File: src/rtl/cache_axi_bridge_pkg.sv
// Shared encodings, FSM state types and AXI field helpers for the cache-to-AXI bridge.
package cache_axi_bridge_pkg;

  // Words per cache line unless the top is parameterised otherwise.
  localparam int DEFAULT_LINE_WORDS = 4;

  // Cache request type encodings (rd_type / wr_type).
  localparam logic [2:0] RT_BYTE = 3'b000;
  localparam logic [2:0] RT_HALF = 3'b001;
  localparam logic [2:0] RT_WORD = 3'b010;
  localparam logic [2:0] RT_LINE = 3'b100;

  // Only incrementing bursts are ever issued.
  localparam logic [1:0] AXI_BURST_INCR = 2'b01;

  typedef enum logic [1:0] {
    R_IDLE = 2'd0,
    R_AR   = 2'd1,
    R_DATA = 2'd2
  } rd_state_e;

  typedef enum logic [1:0] {
    W_IDLE = 2'd0,
    W_AW   = 2'd1,
    W_DATA = 2'd2,
    W_RESP = 2'd3
  } wr_state_e;

  // Burst length field: a whole line for refills/write-backs, a single beat otherwise.
  function automatic logic [7:0] axi_len(input logic [2:0] req_type, input int line_words);
    return (req_type == RT_LINE) ? 8'(line_words - 1) : 8'd0;
  endfunction

  // Beat size field: line traffic always moves full 32-bit words.
  function automatic logic [2:0] axi_size(input logic [2:0] req_type);
    return (req_type == RT_LINE) ? 3'd2 : {1'b0, req_type[1:0]};
  endfunction

endpackage

File: src/rtl/cache_axi_bridge_wr_channel.sv
// Write path of the bridge: buffers one cache write (line or uncached word),
// issues AW, streams the W beats from the buffer, then waits for B.
module axi_wr_channel
  import cache_axi_bridge_pkg::*;
#(
  parameter int LINE_WORDS = DEFAULT_LINE_WORDS
) (
  input  logic                    clk,
  input  logic                    resetn,
  input  logic                    wr_req,
  input  logic [2:0]              wr_type,
  input  logic [31:0]             wr_addr,
  input  logic [3:0]              wr_wstrb,
  input  logic [32*LINE_WORDS-1:0] wr_data,
  output logic                    wr_rdy,
  output logic [31:0]             awaddr,
  output logic [7:0]              awlen,
  output logic [2:0]              awsize,
  output logic                    awvalid,
  input  logic                    awready,
  output logic [31:0]             wdata,
  output logic [3:0]              wstrb,
  output logic                    wlast,
  output logic                    wvalid,
  input  logic                    wready,
  input  logic                    bvalid,
  output logic                    bready,
  output logic [31:0]             buf_addr,
  output logic                    busy
);

  localparam int CNT_W = (LINE_WORDS > 1) ? $clog2(LINE_WORDS) : 1;

  wr_state_e              state_reg;
  logic [31:0]            addr_reg;
  logic [2:0]             type_reg;
  logic [3:0]             strb_reg;
  logic [CNT_W-1:0]       cnt_reg;
  logic                   awvalid_reg;
  logic                   wvalid_reg;
  logic                   bready_reg;
  logic                   wr_rdy_reg;
  logic [32*LINE_WORDS-1:0] line_flat;
  logic                   capture;

  // The buffer is loaded only when the channel is idle, so it never changes under a pending burst.
  assign capture = wr_req && (state_reg == W_IDLE);

  for (genvar gi = 0; gi < LINE_WORDS; gi++) begin : g_line
    logic [31:0] word_reg;

    // Hold word gi of the line until the next accepted write; cleared on reset.
    always_ff @(posedge clk or negedge resetn) begin
      if (!resetn) begin
        word_reg <= '0;
      end else if (capture) begin
        word_reg <= wr_data[32*gi +: 32];
      end
    end

    assign line_flat[32*gi +: 32] = word_reg;
  end

  assign awaddr   = addr_reg;
  assign awlen    = axi_len(type_reg, LINE_WORDS);
  assign awsize   = axi_size(type_reg);
  assign awvalid  = awvalid_reg;
  assign wvalid   = wvalid_reg;
  assign bready   = bready_reg;
  assign wr_rdy   = wr_rdy_reg;
  assign wdata    = line_flat[{cnt_reg, 5'b0} +: 32];
  assign wstrb    = (type_reg == RT_LINE) ? 4'hf : strb_reg;
  assign wlast    = ({{(8-CNT_W){1'b0}}, cnt_reg} == awlen);
  assign buf_addr = addr_reg;
  assign busy     = (state_reg != W_IDLE);

  // Write FSM: AW strictly before W, beat counter stops on the last beat, then wait for B.
  always_ff @(posedge clk or negedge resetn) begin
    if (!resetn) begin
      state_reg   <= W_IDLE;
      addr_reg    <= '0;
      type_reg    <= RT_BYTE;
      strb_reg    <= '0;
      cnt_reg     <= '0;
      awvalid_reg <= 1'b0;
      wvalid_reg  <= 1'b0;
      bready_reg  <= 1'b0;
      wr_rdy_reg  <= 1'b1;
    end else begin
      case (state_reg)
        W_IDLE: begin
          if (wr_req) begin
            addr_reg    <= wr_addr;
            type_reg    <= wr_type;
            strb_reg    <= wr_wstrb;
            awvalid_reg <= 1'b1;
            wr_rdy_reg  <= 1'b0;
            state_reg   <= W_AW;
          end
        end
        W_AW: begin
          if (awready) begin
            awvalid_reg <= 1'b0;
            wvalid_reg  <= 1'b1;
            cnt_reg     <= '0;
            state_reg   <= W_DATA;
          end
        end
        W_DATA: begin
          if (wready) begin
            if (wlast) begin
              wvalid_reg <= 1'b0;
              bready_reg <= 1'b1;
              state_reg  <= W_RESP;
            end else begin
              cnt_reg <= cnt_reg + 1'b1;
            end
          end
        end
        W_RESP: begin
          if (bvalid) begin
            bready_reg <= 1'b0;
            wr_rdy_reg <= 1'b1;
            state_reg  <= W_IDLE;
          end
        end
        default: state_reg <= W_IDLE;
      endcase
    end
  end

endmodule

File: src/rtl/cache_axi_bridge.sv
// Cache-to-AXI bridge: read FSM (AR then R pass-through) plus the buffered write
// channel, with a same-line check that keeps reads behind a pending write.
module cache_axi_bridge
  import cache_axi_bridge_pkg::*;
#(
  parameter int         LINE_WORDS = DEFAULT_LINE_WORDS,
  parameter logic [3:0] AXI_ID     = 4'd0
) (
  input  logic                     clk,
  input  logic                     resetn,
  // cache read channel
  input  logic                     rd_req,
  input  logic [2:0]               rd_type,
  input  logic [31:0]              rd_addr,
  output logic                     rd_rdy,
  output logic                     ret_valid,
  output logic                     ret_last,
  output logic [31:0]              ret_data,
  // cache write channel
  input  logic                     wr_req,
  input  logic [2:0]               wr_type,
  input  logic [31:0]              wr_addr,
  input  logic [3:0]               wr_wstrb,
  input  logic [32*LINE_WORDS-1:0] wr_data,
  output logic                     wr_rdy,
  // AXI AR
  output logic [3:0]               arid,
  output logic [31:0]              araddr,
  output logic [7:0]               arlen,
  output logic [2:0]               arsize,
  output logic [1:0]               arburst,
  output logic                     arvalid,
  input  logic                     arready,
  // AXI R
  input  logic [3:0]               rid,
  input  logic [31:0]              rdata,
  input  logic [1:0]               rresp,
  input  logic                     rlast,
  input  logic                     rvalid,
  output logic                     rready,
  // AXI AW
  output logic [3:0]               awid,
  output logic [31:0]              awaddr,
  output logic [7:0]               awlen,
  output logic [2:0]               awsize,
  output logic [1:0]               awburst,
  output logic                     awvalid,
  input  logic                     awready,
  // AXI W
  output logic [31:0]              wdata,
  output logic [3:0]               wstrb,
  output logic                     wlast,
  output logic                     wvalid,
  input  logic                     wready,
  // AXI B
  input  logic [3:0]               bid,
  input  logic [1:0]               bresp,
  input  logic                     bvalid,
  output logic                     bready
);

  rd_state_e   rd_state_reg;
  logic [31:0] rd_addr_reg;
  logic [2:0]  rd_type_reg;
  logic        arvalid_reg;
  logic        rready_reg;
  logic [31:0] wr_buf_addr;
  logic        wr_busy;
  logic        hazard;
  logic        unused_inputs;

  // Response IDs and status codes carry no information for this single-ID, error-agnostic bridge.
  assign unused_inputs = ^{rid, rresp, bid, bresp};

  // Stall a read whose line matches a write that has not yet been acknowledged.
  assign hazard = wr_busy && (rd_addr[31:4] == wr_buf_addr[31:4]);
  assign rd_rdy = (rd_state_reg == R_IDLE) && !hazard;

  assign arid    = AXI_ID;
  assign araddr  = rd_addr_reg;
  assign arlen   = axi_len(rd_type_reg, LINE_WORDS);
  assign arsize  = axi_size(rd_type_reg);
  assign arburst = AXI_BURST_INCR;
  assign arvalid = arvalid_reg;
  assign rready  = rready_reg;

  // Returned beats pass straight through while the data phase is open.
  assign ret_valid = rready_reg && rvalid;
  assign ret_last  = rready_reg && rlast;
  assign ret_data  = rdata;

  assign awid    = AXI_ID;
  assign awburst = AXI_BURST_INCR;

  // Read FSM: latch the request, present AR until accepted, then forward R until rlast.
  always_ff @(posedge clk or negedge resetn) begin
    if (!resetn) begin
      rd_state_reg <= R_IDLE;
      rd_addr_reg  <= '0;
      rd_type_reg  <= RT_BYTE;
      arvalid_reg  <= 1'b0;
      rready_reg   <= 1'b0;
    end else begin
      case (rd_state_reg)
        R_IDLE: begin
          if (rd_req && rd_rdy) begin
            rd_addr_reg  <= rd_addr;
            rd_type_reg  <= rd_type;
            arvalid_reg  <= 1'b1;
            rd_state_reg <= R_AR;
          end
        end
        R_AR: begin
          if (arready) begin
            arvalid_reg  <= 1'b0;
            rready_reg   <= 1'b1;
            rd_state_reg <= R_DATA;
          end
        end
        R_DATA: begin
          if (rvalid && rlast) begin
            rready_reg   <= 1'b0;
            rd_state_reg <= R_IDLE;
          end
        end
        default: rd_state_reg <= R_IDLE;
      endcase
    end
  end

  axi_wr_channel #(
    .LINE_WORDS(LINE_WORDS)
  ) u_wr (
    .clk      (clk),
    .resetn   (resetn),
    .wr_req   (wr_req),
    .wr_type  (wr_type),
    .wr_addr  (wr_addr),
    .wr_wstrb (wr_wstrb),
    .wr_data  (wr_data),
    .wr_rdy   (wr_rdy),
    .awaddr   (awaddr),
    .awlen    (awlen),
    .awsize   (awsize),
    .awvalid  (awvalid),
    .awready  (awready),
    .wdata    (wdata),
    .wstrb    (wstrb),
    .wlast    (wlast),
    .wvalid   (wvalid),
    .wready   (wready),
    .bvalid   (bvalid),
    .bready   (bready),
    .buf_addr (wr_buf_addr),
    .busy     (wr_busy)
  );

endmodule

File: config.mk
export PLATFORM = sky130hd
export DESIGN_NAME = cache_axi_bridge
export DESIGN_NICKNAME = d
export VERILOG_FILES = /design/src/rtl/cache_axi_bridge_pkg.sv /design/src/rtl/cache_axi_bridge_wr_channel.sv /design/src/rtl/cache_axi_bridge.sv
export SDC_FILE = /design/constraint.sdc
export NUM_CORES = 1
export LEC_CHECK = 0
export ABC_AREA = 1
export BUFFER_PORTS_ARGS = -buffer_cell sky130_fd_sc_hd__clkbuf_2
export CAP_MARGIN = 20
export CORE_AREA = 2 2 169 171
export CTS_CLUSTER_SIZE = 24
export DETAILED_ROUTE_END_ITERATION = 16
export DIE_AREA = 0 0 171 173
export GPL_ROUTABILITY_DRIVEN = 0
export GPL_TIMING_DRIVEN = 0
export PLACE_DENSITY = 0.66
export SLEW_MARGIN = 20
export SYNTH_ARGS = -nofsm -noshare
export SYNTH_HDL_FRONTEND = slang
export SYNTH_SLANG_ARGS = --single-unit
File: constraint.sdc
create_clock -name clk -period 1.8 [get_ports clk]
set_clock_uncertainty 0.1 [all_clocks]
set_input_delay 0.45 -clock clk [delete_from_list [all_inputs] [get_ports clk]]
set_output_delay 0.45 -clock clk [all_outputs]
set_load 0.1 [all_outputs]
* After elaboration in Yosys (flattened, before gate mapping) *
Cells that the tools add are included.

operators by class
  add/subtract/negate cells = 1
  equal/unequal tests = 18
  shift-type cells = 1
  multiplexer cells = 39
  reduce and logical (&&, ||, !) cells = 28

operators by type and width
  kind                                                                      count
  128-bit by 8-bit indexed part select with 32-bit output                   1
  2-bit 2-to-1 mux                                                          15
  28-bit equality test                                                      1
  2-bit inequality test (second input constant)                             8
  3-bit AND reduction                                                       5
  1-bit 2-to-1 mux                                                          14
  2-bit nonzero test                                                        7
  1-bit case mux with 2 select lines                                        6
  4-bit AND reduction                                                       3
  2-bit by 8-bit equality test with 1-bit output                            1
  2-bit case mux with 4 select lines                                        1
  1-bit logical AND                                                         7
  2-bit equality test (second input constant)                               3
  3-bit equality test (second input constant)                               2
  2-bit case mux with 3 select lines                                        1
  5-bit AND reduction                                                       1
  2-bit by 1-bit equality test with 1-bit output (second input constant)    2
  2-bit zero test                                                           2
  4-bit 2-to-1 mux                                                          1
  2-bit case mux with 2 select lines                                        1
  2-bit AND reduction                                                       2
  2-bit by 1-bit adder with 2-bit output (second input constant)            1
  2-bit by 1-bit inequality test with 1-bit output (second input constant)  1
  1-bit zero test                                                           1

word-level totals
  bits in registers = 214
  input port bits = 256
  output and inout port bits = 176
  word-level logic and storage cells = 105

* Depth between registers and ports, before layout *
Gate-level depths: netlist of run 1.

  depth in word-level cells = 7
  gate-level depth with buffers = 13

* Modules after synthesis *
A second synthesis of run 1 with hierarchy kept.

second synthesis, totals
  cell total of the unflattened synthesis = 1032
  area, all modules = 10573.9 um^2

modules (own cells, without submodules)
  module            instances  cells an instance  area each (um^2)  sequential area each (um^2)
  axi_wr_channel    1          657                7948.9            4380.5
  cache_axi_bridge  1          375                2625.0            975.9

* Worst setup path after synthesis of run 1 *
OpenSTA, ideal clock, no wires.

  path type = register to output
  start point = register u_wr.addr_reg[29] (netlist: u_wr.awaddr[29])
  end point = output rd_rdy
  data arrival time = 3.620 ns
  slack = -2.370 ns
  cell stages (with the launch flop) = 7
  buffers on the path = 0
  path through = dfrtp_1 > inv_1 > o22ai_1 > nor2_1 > nand2_1 > nor2_2 > a21boi_0

between the ends
  cells in the longest elaborated chain, start to end = 4

ends and longest elaborated chain
  item                      RTL line                           RTL
  start: declaration        cache_axi_bridge_wr_channel.sv:35  logic [31:0] addr_reg;
  start signal: assignment  cache_axi_bridge_wr_channel.sv:93  addr_reg <= wr_addr;
  28-bit equality test      cache_axi_bridge.sv:76             assign hazard = wr_busy && (rd_addr[31:4] == wr_buf_addr[31:4]);
  1-bit logical AND         cache_axi_bridge.sv:76
  1-bit zero test           cache_axi_bridge.sv:77             assign rd_rdy = (rd_state_reg == R_IDLE) && !hazard;
  1-bit logical AND         cache_axi_bridge.sv:77
  end: declaration          cache_axi_bridge.sv:15             output logic rd_rdy,

No other way between the ends.

* Worst setup path after layout of run 1 *
  start point = register u_wr.cnt_reg[0]
  end point = output wdata[17]

between the ends
  cells in the longest elaborated chain, start to end = 1

ends and longest elaborated chain
  item                                                     RTL line                            RTL
  start: declaration                                       cache_axi_bridge_wr_channel.sv:38   logic [CNT_W-1:0] cnt_reg;
  start signal: assignment                                 cache_axi_bridge_wr_channel.sv:116  cnt_reg <= cnt_reg + 1'b1;
  128-bit by 8-bit indexed part select with 32-bit output  cache_axi_bridge_wr_channel.sv:71   assign wdata = line_flat[{cnt_reg, 5'b0} +: 32];
  end: declaration                                         cache_axi_bridge.sv:50              output logic [31:0] wdata,

No other way between the ends.

==> results of run 1 <==
==> worst max-delay path, delay by kind of cell, from the launching register on <==
family / cells / cell delay [ns]
AO/OA/AOI/OAI: 1 / 0.19
AND/OR/NAND/NOR: 1 / 0.04
flip-flops: 1 / 0.44
buffers and inverters: 4 / 0.71
==> what timing repair did <==
action | in CTS | in global routing
pin swaps | 29 | 19
resized for setup | 351 | 154
endpoints found under the setup margin | 327 | 329
endpoints found under the hold margin | 70 | 69
setup buffers | 42 | 24
gates cloned | 17 | 2
==> per-layer routing <==
metal  vias to the layer above  GRT usage
met3                        76     0.0643
met4                         2     0.0724
li1                       4267          -
met5                         -          0
met1                      4506      0.270
met2                       365      0.454
==> cell usage after synthesis, drive strengths merged, types with 22 or more instances <==
| cell type | number |
|---|---|
| a21oi | 22 |
| buf | 84 |
| clkbuf | 31 |
| dfrtp | 213 |
| inv | 65 |
| mux2 | 148 |
| nand2 | 161 |
| nand4 | 35 |
| nor2 | 108 |
| o21ai | 75 |
| o22ai | 34 |
==> area by class of cell <==
class,count,area (sq um),area share
clock buffer,41,726,0.0414
antenna,2,5.00,0.000285
sequential,214,5470,0.312
multi-input combinational,638,5430,0.309
inverter,65,267,0.0152
clock inverter,3,58.8,0.00335
timing repair buffer,441,3930,0.224
buffer,111,1190,0.0676
tap,378,473,0.0270
==> path summary, 6_finish.rpt <==
path,slack (ns),endpoint,cells after the start
max,-0.69,wdata[17],6
min,-0.18,u_wr.g_line[0].word_reg[19],1
max reg2reg,-0.33,u_wr.g_line[3].word_reg[13],11
min reg2reg,0.37,araddr[21],2
max in group asynchronous,0.57,u_wr.awaddr[7],3
min in group clk,0.03,u_wr.g_line[2].word_reg[31],2
==> stage by stage <==
step | util | TNS (ns) | std cells | hold WS (ns)
2_1_floorplan | - | -12.31 | 1032 | 0.0544
3_3_place_gp | 0.497 | -1006.64 | 1770 | 0.355
3_5_place_dp | 0.499 | -92.94 | 1772 | 0.357
4_1_cts | 0.616 | -102.80 | 1875 | -0.176
5_1_grt | 0.635 | -89.70 | 1893 | -0.140
6_report | 0.635 | -69.06 | 1893 | -0.176
==> logic make-up after synthesis <==
group / Yosys count / synth area share
flip-flops: 214 / 0.528
buffers and inverters: 180 / 0.0932
AND/OR/NAND/NOR: 318 / 0.132
other: 2 / 0.000740
multiplexers: 148 / 0.164
XOR/XNOR: 7 / 0.00604
adder cells (fa/ha/maj): 4 / 0.00493
AO/OA/AOI/OAI: 135 / 0.0716
==> reports/qor.log, run 1 <==
INFO  run_status     outcome=finished with violations
INFO  run_status     failing_checks=negative hold slack, negative setup slack
INFO  sta            period_needed=2.49ns
INFO  placement      placedInstanceArea=13800squm
INFO  logic_synthesis syn_area=10200squm
INFO  logic_synthesis synth-seq-cells=214
INFO  setup_path     critPathMaxStageDelay=0.44ns
INFO  setup_path     setup.worst_path.start_class=flop
INFO  sta            tcrit_tclk_final=1.38
INFO  route          wirelength=37900microns
INFO  placement      post-place-ws=-0.612ns
INFO  floorplanning  dieWidth=171microns
INFO  setup_path     timing.critical_path.from=u_wr.cnt_reg[0]
INFO  setup_path     chain_of_cells_forming_the_critical_path=inv_4 -> clkbuf_16 -> clkbuf_16 -> nor2_4 -> o22ai_4 -> clkbuf_16
INFO  finish         filler_cell_count=2136
INFO  cts            cts_root_buf=sky130_fd_sc_hd__clkbuf_16
INFO  finish         stdcell_area=17500squm
INFO  setup_path     cp_data_required_time=1.25ns
INFO  logic_synthesis synth-async-reset-ratio=1.00
INFO  finish         top_library_cells_by_usage_in_the_layout_fill_and_taps_aside=309 x sky130_fd_sc_hd__clkbuf_2, 182 x sky130_fd_sc_hd__dfrtp_1, 147 x sky130_fd_sc_hd__nand2_1
INFO  sta            hold_viol=69
INFO  global_routing via_count_of_the_first_global_routing_pass=9662
INFO  job            maxCapViolCount=0
INFO  sta            finalSetupViolCount=316
INFO  setup_path     critical-path-slowest-cell=sky130_fd_sc_hd__dfrtp_2
INFO  logic_synthesis yosys_warnings=0
INFO  global_routing globalRouteTotalUtil=0.244
INFO  route          m1WireLength=13500microns
INFO  sta            fin_ws=-0.686ns
INFO  sta            achievable-frequency=0.402GHz
INFO  finish         fin_nets=1756
INFO  global_routing grt_remaining_overflow=0
INFO  floorplanning  die_area=29600squm
INFO  setup_path     criticalPathCategory=flop to output port
INFO  cts            number_of_cts_inserted_buffers=25
INFO  floorplanning  floorplan.initialDensity=0.367
INFO  setup_path     worstPathMaxFanout=8
INFO  logic_synthesis yosysSeqAreaShare=0.528
INFO  logic_synthesis synthFlopType=sky130_fd_sc_hd__dfrtp_1
INFO  setup_path     path_common_cell=sky130_fd_sc_hd__clkbuf_16
INFO  logic_synthesis yosysUniqueCellTypes=30
INFO  cts            clkLatencyLatePin=0.55ns
INFO  finish         largest_register_ff_count=128
INFO  route          top_layer=met5
INFO  floorplanning  design.core.area=27600squm
INFO  sta            rsz_0062_raised_after_global_routing=yes
INFO  route          route.antenna.remaining_nets=0
INFO  setup_path     arrival=1.94ns
INFO  placement      port-buffer-count=360
INFO  cts            tritoncts=built
INFO  route          avgViaCountPerCell=4.87
INFO  route          detailroute.wirelength.met3=2930microns
INFO  sta            relSlewSlack=0.610
INFO  sta            slew_viol_final=0
INFO  cts            clock_tree.buffer_depth=3
INFO  route          met2WireLength=20200microns
INFO  sta            finalHoldWorstSlack=-0.176ns
INFO  logic_synthesis top_cells_by_area_synth=sky130_fd_sc_hd__dfrtp_1 53%, sky130_fd_sc_hd__mux2_2 16%, sky130_fd_sc_hd__nand2_1 5.9%
INFO  finish         post_route_cells_drive_above_1_share=0.621
INFO  finish         areaGrowthSynthToFinish=72.8%
INFO  global_routing wire_length_of_the_first_global_routing_pass=55600microns
INFO  placement      dp_hpwl=24900microns
INFO  finish         layout_commonest_cell=sky130_fd_sc_hd__clkbuf_2
INFO  floorplanning  placement_rows=61
INFO  logic_synthesis netlist_instances=1008
INFO  route          detail_route.wl_per_cell=20.0microns
INFO  logic_synthesis post-synth-top-area-fraction=0.525
INFO  worst_hold_path hold_class=input port to asynchronous set/reset pin
INFO  route          dr.pass1.iters=5
INFO  global_routing grt_start_max_net_pins=77
INFO  route          first_iter_violations=520
INFO  floorplanning  i_o_pin_count=432
INFO  logic_synthesis synth_top_area_cell=sky130_fd_sc_hd__dfrtp_1
INFO  sta            worst_slew_pin_slew=0.585ns
INFO  logic_synthesis synth_enable_flop_cells=0
INFO  cts            cts_hold_buffers=1
INFO  global_routing grt_antenna_before_repair=3
INFO  route          post-route-drc-count=0
INFO  setup_path     endpoint_kind=output port
INFO  setup_path     r2r_start=u_wr.state_reg[0]
INFO  floorplanning  die_h=173microns
INFO  cts            cts.reportedPaths.clkPinSlew=0.06ns
INFO  cts            tritoncts_num_sinks=214
INFO  cts            htreeDepth=1
INFO  logic_synthesis synthesis.area_per_instance=10.1squm
INFO  route          overall_via_count_from_detail_route=9216
Power of run 1 is left out: the tool's default activity adds up to more than one toggle a clock period on the data nets, which glitch-free logic cannot reach.
==> run 2: changes to the inputs <==
ABC_AREA = 0   (was 1)
PLACE_DENSITY = 0.65   (was 0.66)
==> run 2 against run 1 <==
Effect of this change:
- the run still ends with negative hold slack, negative setup slack left
- sequential share of layout area increased by 3.6 points
- non-clock buffer count decreased by 46
- fmax decreased by 9.6%
- critical path type unchanged
- critical endpoint is now rd_rdy
- highest routed layer unchanged
==> reports/qor.log, run 2 <==
INFO  placement      dp_hpwl=21700microns
INFO  setup_path     timing.reg2reg.setup_slack=-0.75ns
INFO  setup_path     setup.worst_path.start_class=flop
INFO  logic_synthesis yosys_warnings=0
INFO  sta            slew_viol_final=0
INFO  finish         layout_commonest_cell=sky130_fd_sc_hd__clkbuf_2
INFO  route          avgViaCountPerCell=4.71
INFO  setup_path     arrival=2.20ns
INFO  sta            tcrit_tclk_final=1.53
INFO  floorplanning  die_area=29600squm
INFO  global_routing grt_start_max_net_pins=90
INFO  cts            cts.reportedPaths.clkPinSlew=0.06ns
INFO  route          overall_via_count_from_detail_route=7154
INFO  logic_synthesis yosysSeqAreaShare=0.544
INFO  route          detail_route.wl_per_cell=20.6microns
INFO  job            maxCapViolCount=0
INFO  worst_hold_path hold_class=input port to asynchronous set/reset pin
INFO  global_routing grt_antenna_before_repair=4
INFO  sta            period_needed=2.75ns
INFO  floorplanning  i_o_pin_count=432
INFO  cts            clock_tree.buffer_depth=3
INFO  logic_synthesis synth_top_area_cell=sky130_fd_sc_hd__dfrtp_1
INFO  finish         top_library_cells_by_usage_in_the_layout_fill_and_taps_aside=242 x sky130_fd_sc_hd__clkbuf_2, 183 x sky130_fd_sc_hd__dfrtp_1, 168 x sky130_fd_sc_hd__mux2_2
INFO  logic_synthesis yosysMostFrequentCell=sky130_fd_sc_hd__dfrtp_1
INFO  logic_synthesis top_cells_by_area_synth=sky130_fd_sc_hd__dfrtp_1 54%, sky130_fd_sc_hd__mux2_2 20%, sky130_fd_sc_hd__mux4_2 7.3%
INFO  cts            cts_root_buf=sky130_fd_sc_hd__clkbuf_16
INFO  route          route.antenna.remaining_nets=0
INFO  sta            totalNegativeSetupSlack=-57.52ns
INFO  setup_path     worstPathMaxFanout=3
INFO  setup_path     critical-path-slowest-cell=sky130_fd_sc_hd__dfrtp_4
INFO  cts            clkLatencyLatePin=0.54ns
INFO  floorplanning  dieWidth=171microns
INFO  sta            worst_slew_pin_slew=0.562ns
INFO  finish         largest_register_ff_count=128
INFO  cts            tritoncts_num_sinks=214
INFO  route          first_iter_violations=242
INFO  floorplanning  design.core.area=27600squm
INFO  logic_synthesis synthesis.area_per_instance=15.0squm
INFO  setup_path     criticalPathCategory=flop to output port
INFO  logic_synthesis syn_area=9840squm
INFO  route          wirelength=31400microns
INFO  finish         post_route_cells_drive_above_1_share=0.743
INFO  sta            fin_ws=-0.951ns
INFO  route          post-route-drc-count=0
INFO  sta            finalHoldWorstSlack=-0.254ns
INFO  setup_path     cp_data_required_time=1.25ns
INFO  logic_synthesis synthFlopType=sky130_fd_sc_hd__dfrtp_1
INFO  logic_synthesis synth_commonest_cells=213 x sky130_fd_sc_hd__dfrtp_1, 174 x sky130_fd_sc_hd__mux2_2, 60 x sky130_fd_sc_hd__buf_4
INFO  logic_synthesis post-synth-top-area-fraction=0.542
INFO  setup_path     r2r_start=u_wr.awaddr[11]
INFO  setup_path     endpoint_kind=output port
INFO  finish         fin_nets=1380
INFO  route          dr.pass1.iters=4
INFO  global_routing wire_length_of_the_first_global_routing_pass=45400microns
INFO  floorplanning  die_h=173microns
INFO  finish         areaGrowthSynthToFinish=59.2%
INFO  cts            number_of_cts_inserted_buffers=25
INFO  sta            hold_viol=47
INFO  logic_synthesis netlist_instances=654
INFO  global_routing via_count_of_the_first_global_routing_pass=7616
INFO  global_routing grt_remaining_overflow=0
INFO  setup_path     timing.critical_path.from=u_wr.awaddr[11]
INFO  finish         post_layout_nonfiller_instances=1519
INFO  setup_path     chain_of_cells_forming_the_critical_path=xor2_1 -> nor4_2 -> nand4_1 -> o21a_4 -> clkbuf_16
INFO  placement      port-buffer-count=361
INFO  sta            rsz_0062_raised_after_global_routing=yes
INFO  cts            tritoncts=built
INFO  sta            finalSetupViolCount=124
INFO  setup_path     rr_endpoint=araddr[12]
INFO  floorplanning  placement_rows=61
INFO  logic_synthesis synth-seq-cells=214
INFO  global_routing globalRouteTotalUtil=0.203
INFO  run_status     outcome=finished with violations
INFO  sta            relSlewSlack=0.627
INFO  floorplanning  floorplan.initialDensity=0.356
INFO  placement      place_inst=1419
INFO  cts            htreeDepth=1
INFO  run_status     failing_checks=negative hold slack, negative setup slack
INFO  setup_path     worst_r2r_path_depth=9
INFO  logic_synthesis synth_enable_flop_cells=0
INFO  logic_synthesis synth-async-reset-ratio=1.00
INFO  setup_path     critPathMaxStageDelay=0.49ns
INFO  logic_synthesis yosysUniqueCellTypes=36
INFO  sta            achievable-frequency=0.363GHz
[run 2: cell types whose count changed after synthesis, sizes merged, moves of 8 or more]
cell / previous run / this run
buf: 84 / 76
o22ai: 34 / 0
xor2: 3 / 29
o21ai: 75 / 9
nor2: 108 / 6
a21oi: 22 / 10
clkbuf: 31 / 15
mux4: 0 / 32
nand4: 35 / 2
nand2: 161 / 9
mux2: 148 / 204
inv: 65 / 9
[run 2: timing repair]
item	4_1_cts	5_1_grt
cloned	6	4
hold endpoints to repair	47	47
setup endpoints to repair	328	193
buffers inserted	43	12
pin swaps	15	8
gates resized for setup	329	103
[run 2: worst max-delay path: cells and delay by family (launching register included)]
kind	cells	cell delay, ns
buffers and inverters	1	0.19
xor gates and xnor gates	1	0.18
AOI/OAI and AO/OA	1	0.25
DFF	1	0.49
and+or+nand+nor	2	0.56
[run 2: how the worst max path moves through the flow]
stage | endpoint | slack, ns | cells past startpoint
after floorplan | u_wr.bready | -0.94 | 5
after global placement | u_wr.awaddr[25] | -5.13 | 1
after detailed placement | araddr[6] | -1.04 | 7
after CTS | rd_rdy | -0.91 | 5
after global routing | rd_rdy | -1.01 | 5
final | rd_rdy | -0.95 | 5
[run 2: cells by family after synthesis]
| group | Yosys count | synth area share |
|---|---|---|
| buf+inv | 100 | 0.0651 |
| xor+xnor | 29 | 0.0258 |
| compound gates | 27 | 0.0170 |
| simple gates | 40 | 0.0216 |
| mux | 238 | 0.320 |
| fa+ha+maj | 4 | 0.00509 |
| flops | 214 | 0.544 |
| other cells | 2 | 0.000763 |
[run 2: final cells by class]
| type | count | area, sq um |
|---|---|---|
| flip-flops and latches | 214 | 5440 |
| plain buffers | 87 | 877 |
| clock buffers | 36 | 727 |
| fillers | 2214 | 12000 |
| well taps | 378 | 473 |
| repair buffers | 419 | 3880 |
| multi-input cells | 364 | 4110 |
| clock inverters | 10 | 115 |
| diodes | 2 | 5.00 |
| inverters | 9 | 37.5 |
[run 2: through the flow]
stage               utilization  worst slack [ns]  hold slack (ns)  instance area, sq um
floorplan                     -            -0.941           0.0544                 10200
global placement          0.450             -5.13            0.380                 12400
detailed placement        0.452             -1.04            0.323                 12500
CTS                       0.560            -0.913           -0.262                 15500
global route              0.567             -1.01           -0.237                 15700
finish                    0.567            -0.951           -0.254                 15700
[run 2: routing by layer]
layer,wire (microns),track usage
met4,955,0.0597
met2,16200,0.364
met3,2820,0.0664
met5,13,0
met1,11300,0.227
Power of run 2 is left out for the same reason.
